### src/rtl/cmp_pkg.sv
// Shared types for the serial magnitude comparator: FSM state, decision encoding, counter sizing.
// Latency: n/a (types and constant helpers only).
// Backpressure: n/a.
package cmp_pkg;

    typedef enum logic {
        IDLE = 1'b0,
        SCAN = 1'b1
    } state_t;

    typedef enum logic [1:0] {
        DEC_NONE = 2'd0,
        DEC_GT   = 2'd1,
        DEC_LT   = 2'd2
    } decision_t;

    // Beat counter must be able to hold the value WIDTH itself, since it
    // holds at WIDTH after the word completes.
    function automatic int cnt_w(input int width);
        return $clog2(width + 1);
    endfunction

endpackage

### src/rtl/serial_mag_comparator.sv
// Word-level magnitude compare built from an MSB-first stream of per-bit eq/gt/lt beats.
// Latency: result and one-cycle done pulse appear one cycle after the WIDTH-th beat is sampled.
// Backpressure: none; bit_valid gaps of any length simply hold state, start aborts and restarts.
//
// Ports:
//   clk, rst                 rising-edge clock, asynchronous active-high reset
//   start                    begin a new word (also aborts one in progress)
//   bit_valid                bit_eq/bit_gt/bit_lt carry a beat this cycle
//   bit_eq, bit_gt, bit_lt   per-bit compare result from the upstream cell
//   busy                     high while scanning a word
//   done                     one-cycle pulse when eq/gt/lt/err become valid
//   eq, gt, lt, err          word result, held until the next start
//   beat_cnt                 beats consumed in the current word
module serial_mag_comparator
    import cmp_pkg::*;
#(
    parameter  int WIDTH = 8,
    localparam int CNT_W = cnt_w(WIDTH)
) (
    input  logic             clk,
    input  logic             rst,
    input  logic             start,
    input  logic             bit_valid,
    input  logic             bit_eq,
    input  logic             bit_gt,
    input  logic             bit_lt,
    output logic             busy,
    output logic             done,
    output logic             eq,
    output logic             gt,
    output logic             lt,
    output logic             err,
    output logic [CNT_W-1:0] beat_cnt
);

    state_t    state;
    state_t    state_nxt;
    logic      decided;
    decision_t decision;
    logic      err_flag;

    logic      beat_take;
    logic      last_beat;
    logic      onehot;
    logic      err_nxt;
    logic      decided_nxt;
    decision_t decision_nxt;

    // A start in SCAN wins over a same-cycle beat, so the beat is dropped.
    assign beat_take = (state == SCAN) && bit_valid && !start;
    assign last_beat = beat_take && (beat_cnt == CNT_W'(WIDTH - 1));

    // Exactly one of the three bits set: odd parity excludes 0 and 2 set,
    // the AND term excludes all three set.
    assign onehot  = (bit_eq ^ bit_gt ^ bit_lt) && !(bit_eq && bit_gt && bit_lt);
    assign err_nxt = err_flag || !onehot;

    // The first gt/lt beat from the MSB end decides the word; later beats
    // are counted but cannot override it.
    always_comb begin
        decided_nxt  = decided;
        decision_nxt = decision;
        if (!decided) begin
            if (bit_gt) begin
                decided_nxt  = 1'b1;
                decision_nxt = DEC_GT;
            end else if (bit_lt) begin
                decided_nxt  = 1'b1;
                decision_nxt = DEC_LT;
            end
        end
    end

    // State register
    always_ff @(posedge clk or posedge rst) begin
        if (rst) begin
            state <= IDLE;
        end else begin
            state <= state_nxt;
        end
    end

    // Next-state logic
    always_comb begin
        state_nxt = state;
        case (state)
            IDLE: begin
                if (start) begin
                    state_nxt = SCAN;
                end
            end
            SCAN: begin
                if (start) begin
                    state_nxt = SCAN;
                end else if (last_beat) begin
                    state_nxt = IDLE;
                end
            end
            default: state_nxt = IDLE;
        endcase
    end

    // Output logic
    always_comb begin
        busy = (state == SCAN);
    end

    // Counter, decision tracking and held word result
    always_ff @(posedge clk or posedge rst) begin
        if (rst) begin
            done     <= 1'b0;
            eq       <= 1'b0;
            gt       <= 1'b0;
            lt       <= 1'b0;
            err      <= 1'b0;
            beat_cnt <= '0;
            decided  <= 1'b0;
            decision <= DEC_NONE;
            err_flag <= 1'b0;
        end else begin
            done <= 1'b0;
            if (start) begin
                eq       <= 1'b0;
                gt       <= 1'b0;
                lt       <= 1'b0;
                err      <= 1'b0;
                beat_cnt <= '0;
                decided  <= 1'b0;
                decision <= DEC_NONE;
                err_flag <= 1'b0;
            end else if (beat_take) begin
                beat_cnt <= beat_cnt + CNT_W'(1);
                err_flag <= err_nxt;
                decided  <= decided_nxt;
                decision <= decision_nxt;
                if (last_beat) begin
                    done <= 1'b1;
                    // Results are taken from the _nxt values so the final
                    // beat itself participates in the decision and error.
                    if (err_nxt) begin
                        eq  <= 1'b0;
                        gt  <= 1'b0;
                        lt  <= 1'b0;
                        err <= 1'b1;
                    end else begin
                        eq  <= !decided_nxt;
                        gt  <= (decision_nxt == DEC_GT);
                        lt  <= (decision_nxt == DEC_LT);
                        err <= 1'b0;
                    end
                end
            end
        end
    end

endmodule

### config.mk
export PLATFORM = sky130hd
export DESIGN_NAME = serial_mag_comparator
export DESIGN_NICKNAME = d
export VERILOG_FILES = /design/src/rtl/cmp_pkg.sv /design/src/rtl/serial_mag_comparator.sv
export SDC_FILE = /design/constraint.sdc
export NUM_CORES = 1
export LEC_CHECK = 0
export ABC_CLOCK_PERIOD_IN_PS = 3900
export BUFFER_PORTS_ARGS = -buffer_cell sky130_fd_sc_hd__buf_2
export CAP_MARGIN = 0
export CELL_PAD_IN_SITES_DETAIL_PLACEMENT = 1
export CELL_PAD_IN_SITES_GLOBAL_PLACEMENT = 1
export CORE_ASPECT_RATIO = 0.9
export CORE_MARGIN = 3
export CORE_UTILIZATION = 41
export DETAILED_ROUTE_END_ITERATION = 6
export PLACE_DENSITY = 0.81
export SETUP_SLACK_MARGIN = 0.15
export SLEW_MARGIN = 20
export SYNTH_ARGS = -nofsm -noshare
export SYNTH_HDL_FRONTEND = slang
export SYNTH_SLANG_ARGS = --single-unit
### constraint.sdc
create_clock -name clk -period 3.9 [get_ports clk]
set_clock_uncertainty 0.1 [all_clocks]
set_input_delay 0.195 -clock clk [delete_from_list [all_inputs] [get_ports clk]]
set_output_delay 0.195 -clock clk [all_outputs]
set_load 0.01 [all_outputs]
==> impl_metrics.toml, run 1 <==
[final_layout]
nets = 99
area_growth_pct = 20.7
drive_gt1_frac = 0.236
top_register = "beat_cnt"
insertedDiodeCount = 0
final_cell_count_no_fill = 111
nFillCells = 194
final_area_um2 = 852
final_common_cell = "buf_2"
layout_common_cells = "buf_2, dfrtp_1, inv_1, a21oi_1"
register_area_um2 = 350
multi_input_comb_area_um2 = 329
largest_register_ffs = 4
reg_top3 = "beat_cnt: 4 flops, decision: 2 flops"

[detailed_routing]
viasPerCell = 5.40
drc = 0
vias = 599
first_iter_violations = 6
ant_nets = 0
dr.pass1.iters = 2
wl_per_cell_um = 14.6
wl_um = 1630

[sta]
drv_slew = 0
period_needed_ns = 1.67
fmax_mhz = 598
setup_viol_count_final = 0
hold_viol_final = 0
rsz0062_at_grt = "no"
timing.slew.headroom = 0.640
period_share = 0.429
tightest_slew_ns = 0.540
fin_tns_setup_ns = 0

[critical_path]
start_kind = "flip-flop"
crit_path_max_fanout = 5
worstReg2RegStart = "decided"
criticalPathCategory = "reg2reg"
crit_start = "decided"
endpoint_kind = "flip-flop"
required_ns = 4.01
arrival_ns = 1.78

[synth]
synth_cells = 70
synth_cell_types = 30
yosysWarnings = 0
ys_ff_latch = 14
seq_area_frac_synth = 0.496
synth_area_um2 = 706
synth_area_per_cell_um2 = 10.1
synth_nets = 79

[power]
total_power_mw = 0.294
power_density_mw_per_mm2 = 345
peakVddDrop_mv = 0.182
power_leakage_nw = 0.416

[floorplanning]
die_h_um = 45.4
fp.dieW_um = 49.7
initial_utilization = 0.462
dieArea_mm2 = 0.00226
core_area_mm2 = 0.00153
io_pins = 17
rows = 13

[placement]
place_area_um2 = 806
post-place-cells = 106
hpwlAfterDp_um = 1200
port_buffers = 16
gp_congestion = 0.741

[min_path]
hp-start = "bit_gt"
hold_class = "in2reg"

[cts]
cts_sinks = 14
htree_levels = 1
numCtsBuffers = 3
cts_buffer_depth = 2
hold_buffers = 1
insertion_delay_ns = 0.27
cts.clk_slew.worst_paths_ns = 0.09
post_cts_resized = 0
cts_tree = "built"
cts-root-buf = "clkbuf_4"
post_cts_buffers = 0

[global_routing]
grt_pass1_wl_um = 2750
grt_overflow = 0
track_usage = 0.171
grt_pass1_vias = 609
antenna_found_initial = 0
grt_max_degree = 17

[flow_run]
maxCapViolCount = 0

[outcome]
status = "completed"
path summary, 6_finish.rpt:
check	slack, ns	cells after the start	endpoint
worst max-delay path	2.23	3	eq
worst min register to register	0.44	2	eq
max in group asynchronous	2.94	3	err_flag
min in group asynchronous	0.40	3	err
worst min-delay path	0.08	2	decision[1]
worst max register to register	2.23	3	eq
final cells by class:
type                       instances  share of cell area
sequential                        14               0.411
timing repair buffer              17               0.106
tap                               22              0.0323
inverter                           5              0.0220
clock buffer                       4              0.0426
multi-input combinational         49               0.386
critical path, stage by stage, from the launching register on:
cell and delay [ns]:
dfrtp_1 0.43, or4b_1 0.51, or4_1 0.41, a21oi_1 0.15
metal layers:
metal	wire [um]	global-route usage	vias up
li1	-	-	291
met1	703	0.210	292
met3	85	0.0429	2
met2	825	0.301	14
met5	0	0	-
met4	12	0.0497	0
synth_stat cells (all sizes together):
cell	instances	area, um^2
o2bb2ai	1	8.76
o31ai	2	20.0
or4b	1	10.0
dfrtp	14	350
ha	2	25.0
o21ai	4	20.0
and2	1	6.26
or2b	1	7.51
a311oi	1	8.76
or4	1	7.51
or3	1	6.26
nand2b	2	12.5
or3b	1	8.76
a21o	2	15.0
a211o	1	8.76
a31oi	3	18.8
a21oi	5	25.0
nand2	4	15.0
xor2	1	8.76
inv	5	18.8
and3b	1	8.76
nand3	3	15.0
clkbuf	2	7.51
a2111o	1	11.3
nor2	4	15.0
and4b	1	10.0
nand4b	1	8.76
xnor2	1	8.76
nor2b	3	18.8
cells by family (layout without fill, tap and decap cells):
group                      after synthesis  count (layout)  synth area share
DFF                                     14              14             0.496
buffers and inverters                    7              26            0.0372
and+or+nand+nor                         25              25             0.213
adders and majority gates                2               2            0.0355
xor gates and xnor gates                 2               2            0.0248
AOI/OAI and AO/OA                       20              20             0.193
stage by stage:
| stage | utilization | hold slack, ns | setup WS [ns] |
|---|---|---|---|
| 6_report | 0.557 | 0.0794 | 2.23 |
| 5_1_grt | 0.557 | 0.0890 | 2.13 |
| 4_1_cts | 0.557 | 0.0778 | 2.22 |
| 3_5_place_dp | 0.527 | 0.160 | 2.00 |
| 3_3_place_gp | 0.527 | 0.153 | 2.05 |
| 2_1_floorplan | - | -0.0158 | 2.22 |
where the power goes:
| group | internal [mW] | switching [mW] |
|---|---|---|
| sequential | 0.150 | 0.00520 |
| clock | 0.0567 | 0.0469 |
| combinational | 0.0138 | 0.0211 |
(Power assumes the default switching activity.)
==> inputs of run 2 (changes only) <==
- ABC_CLOCK_PERIOD_IN_PS: 3900 -> 1600
- CORE_UTILIZATION: 41 -> 38
- PLACE_DENSITY: 0.81 -> 0.76
- clock period: 3.9 -> 1.6 ns (I/O delays scaled with it)
==> impl_metrics.toml, run 2 (synthesized netlist as in run 1, its figures left out) <==
[sta]
drv_slew = 0
rsz0062_at_grt = "yes"
fin_ws_ns = 0.00880
period_needed_ns = 1.59
timing.slew.headroom = 0.634
hold_viol_final = 0
fin_tns_setup_ns = 0
tightest_slew_ns = 0.548
period_share = 0.995
setup_viol_count_final = 0
fmax_mhz = 628

[cts]
cts_sinks = 14
cts.clk_slew.worst_paths_ns = 0.09
numCtsBuffers = 3
htree_levels = 1
cts-root-buf = "clkbuf_4"
cts_tree = "built"
insertion_delay_ns = 0.29
cts_buffer_depth = 2

[global_routing]
grt_max_degree = 17
grt_pass1_vias = 605
grt_pass1_wl_um = 2700
grt_overflow = 0
antenna_found_initial = 0
track_usage = 0.154

[floorplanning]
core_area_mm2 = 0.00172
fp.dieW_um = 51.4
dieArea_mm2 = 0.00241
io_pins = 17
die_h_um = 46.9
initial_utilization = 0.411
rows = 14

[critical_path]
criticalPathCategory = "reg2reg"
start_kind = "flip-flop"
required_ns = 1.73
endpoint_kind = "flip-flop"
crit_path_max_fanout = 2
arrival_ns = 1.72

[final_layout]
area_growth_pct = 32.8
drive_gt1_frac = 0.333
top_register = "beat_cnt"
insertedDiodeCount = 0
largest_register_ffs = 4
final_common_cell = "buf_2"
nFillCells = 217
layout_common_cells = "buf_2, dfrtp_1, buf_4"
reg_top3 = "beat_cnt: 4 flops, decision: 2 flops"
nets = 106

[power]
p_sw_frac = 0.267
power_frac_comb = 0.146
power_density_mw_per_mm2 = 809
power_leakage_nw = 0.450
p_clk_frac = 0.356
peakVddDrop_mv = 0.385
p_sw_mw = 0.202
p_int_mw = 0.555
p_seq_frac = 0.498

[flow_run]
maxCapViolCount = 0

[detailed_routing]
drc = 0
vias = 629
ant_nets = 0
viasPerCell = 5.24
dr.pass1.iters = 3
wl_um = 1730
wl_per_cell_um = 14.4
first_iter_violations = 3

[placement]
hpwlAfterDp_um = 1150
post-place-ws_ns = -0.0531
port_buffers = 16
gp_congestion = 0.736

[min_path]
hold_class = "in2reg"

[outcome]
status = "completed"
==> run 2: worst paths after layout <==
check                          from     endpoint  slack (ns)  cells past startpoint
max reg2reg                 decided           eq       0.009                      3
min                           start  beat_cnt[2]        0.04                      2
max in group asynchronous       rst         busy        0.75                      3
min in group asynchronous       rst  beat_cnt[2]        0.26                      3
max                         decided           eq       0.009                      3
min reg2reg                err_flag     err_flag        0.45                      2
==> run 2: layout make-up <==
class                      instances  area, um^2  area share
multi-input combinational         49         354       0.378
timing repair buffer              24         146       0.156
tap                               24        30.0      0.0320
clock buffer                       4        36.3      0.0387
sequential                        14         352       0.375
inverter                           5        18.8      0.0200
==> run 2: layer usage <==
metal	up-vias	global-route usage	routed length (um)
li1	305	-	-
met1	308	0.187	815
met2	13	0.277	810
met3	3	0.0381	75
met4	0	0.0471	26
met5	-	0	0
==> run 2: timing repair <==
action                                  4_1_cts  5_1_grt
setup buffers                                 2        2
pin swaps                                     1        2
gates resized for setup                       1        2
endpoints found under the setup margin        4        5
hold buffers                                  1        0
hold endpoints to repair                     14        0
==> run 2: metrics by stage <==
| step | utilization | area (um^2) | hold slack [ns] | cells | power (mW) |
|---|---|---|---|---|---|
| after CTS | 0.534 | 917 | 0.0471 | 118 | 0.759 |
| after floorplan | - | 721 | -0.131 | 70 | 0.438 |
| after global routing | 0.546 | 937 | 0.0477 | 120 | 0.796 |
| after detailed placement | 0.493 | 846 | 0.0537 | 111 | 0.480 |
| final | 0.546 | 937 | 0.0439 | 120 | 0.758 |
| after global placement | 0.493 | 846 | 0.0509 | 111 | 0.477 |
==> run 2: power by group through the flow <==
stage	Combinational, mW	Clock [mW]	Sequential, mW
final	0.111	0.270	0.377
after global routing	0.125	0.292	0.379
after CTS	0.106	0.275	0.377
after detailed placement	0.0978	0	0.383
after global placement	0.0957	0	0.382
after floorplan	0.0528	0	0.385
==> run 2: critical path, stage by stage, from the launching register on <==
cell	delay (ns)
dfrtp_1	0.38
or4b_1	0.50
or4_1	0.41
a21oi_1	0.13
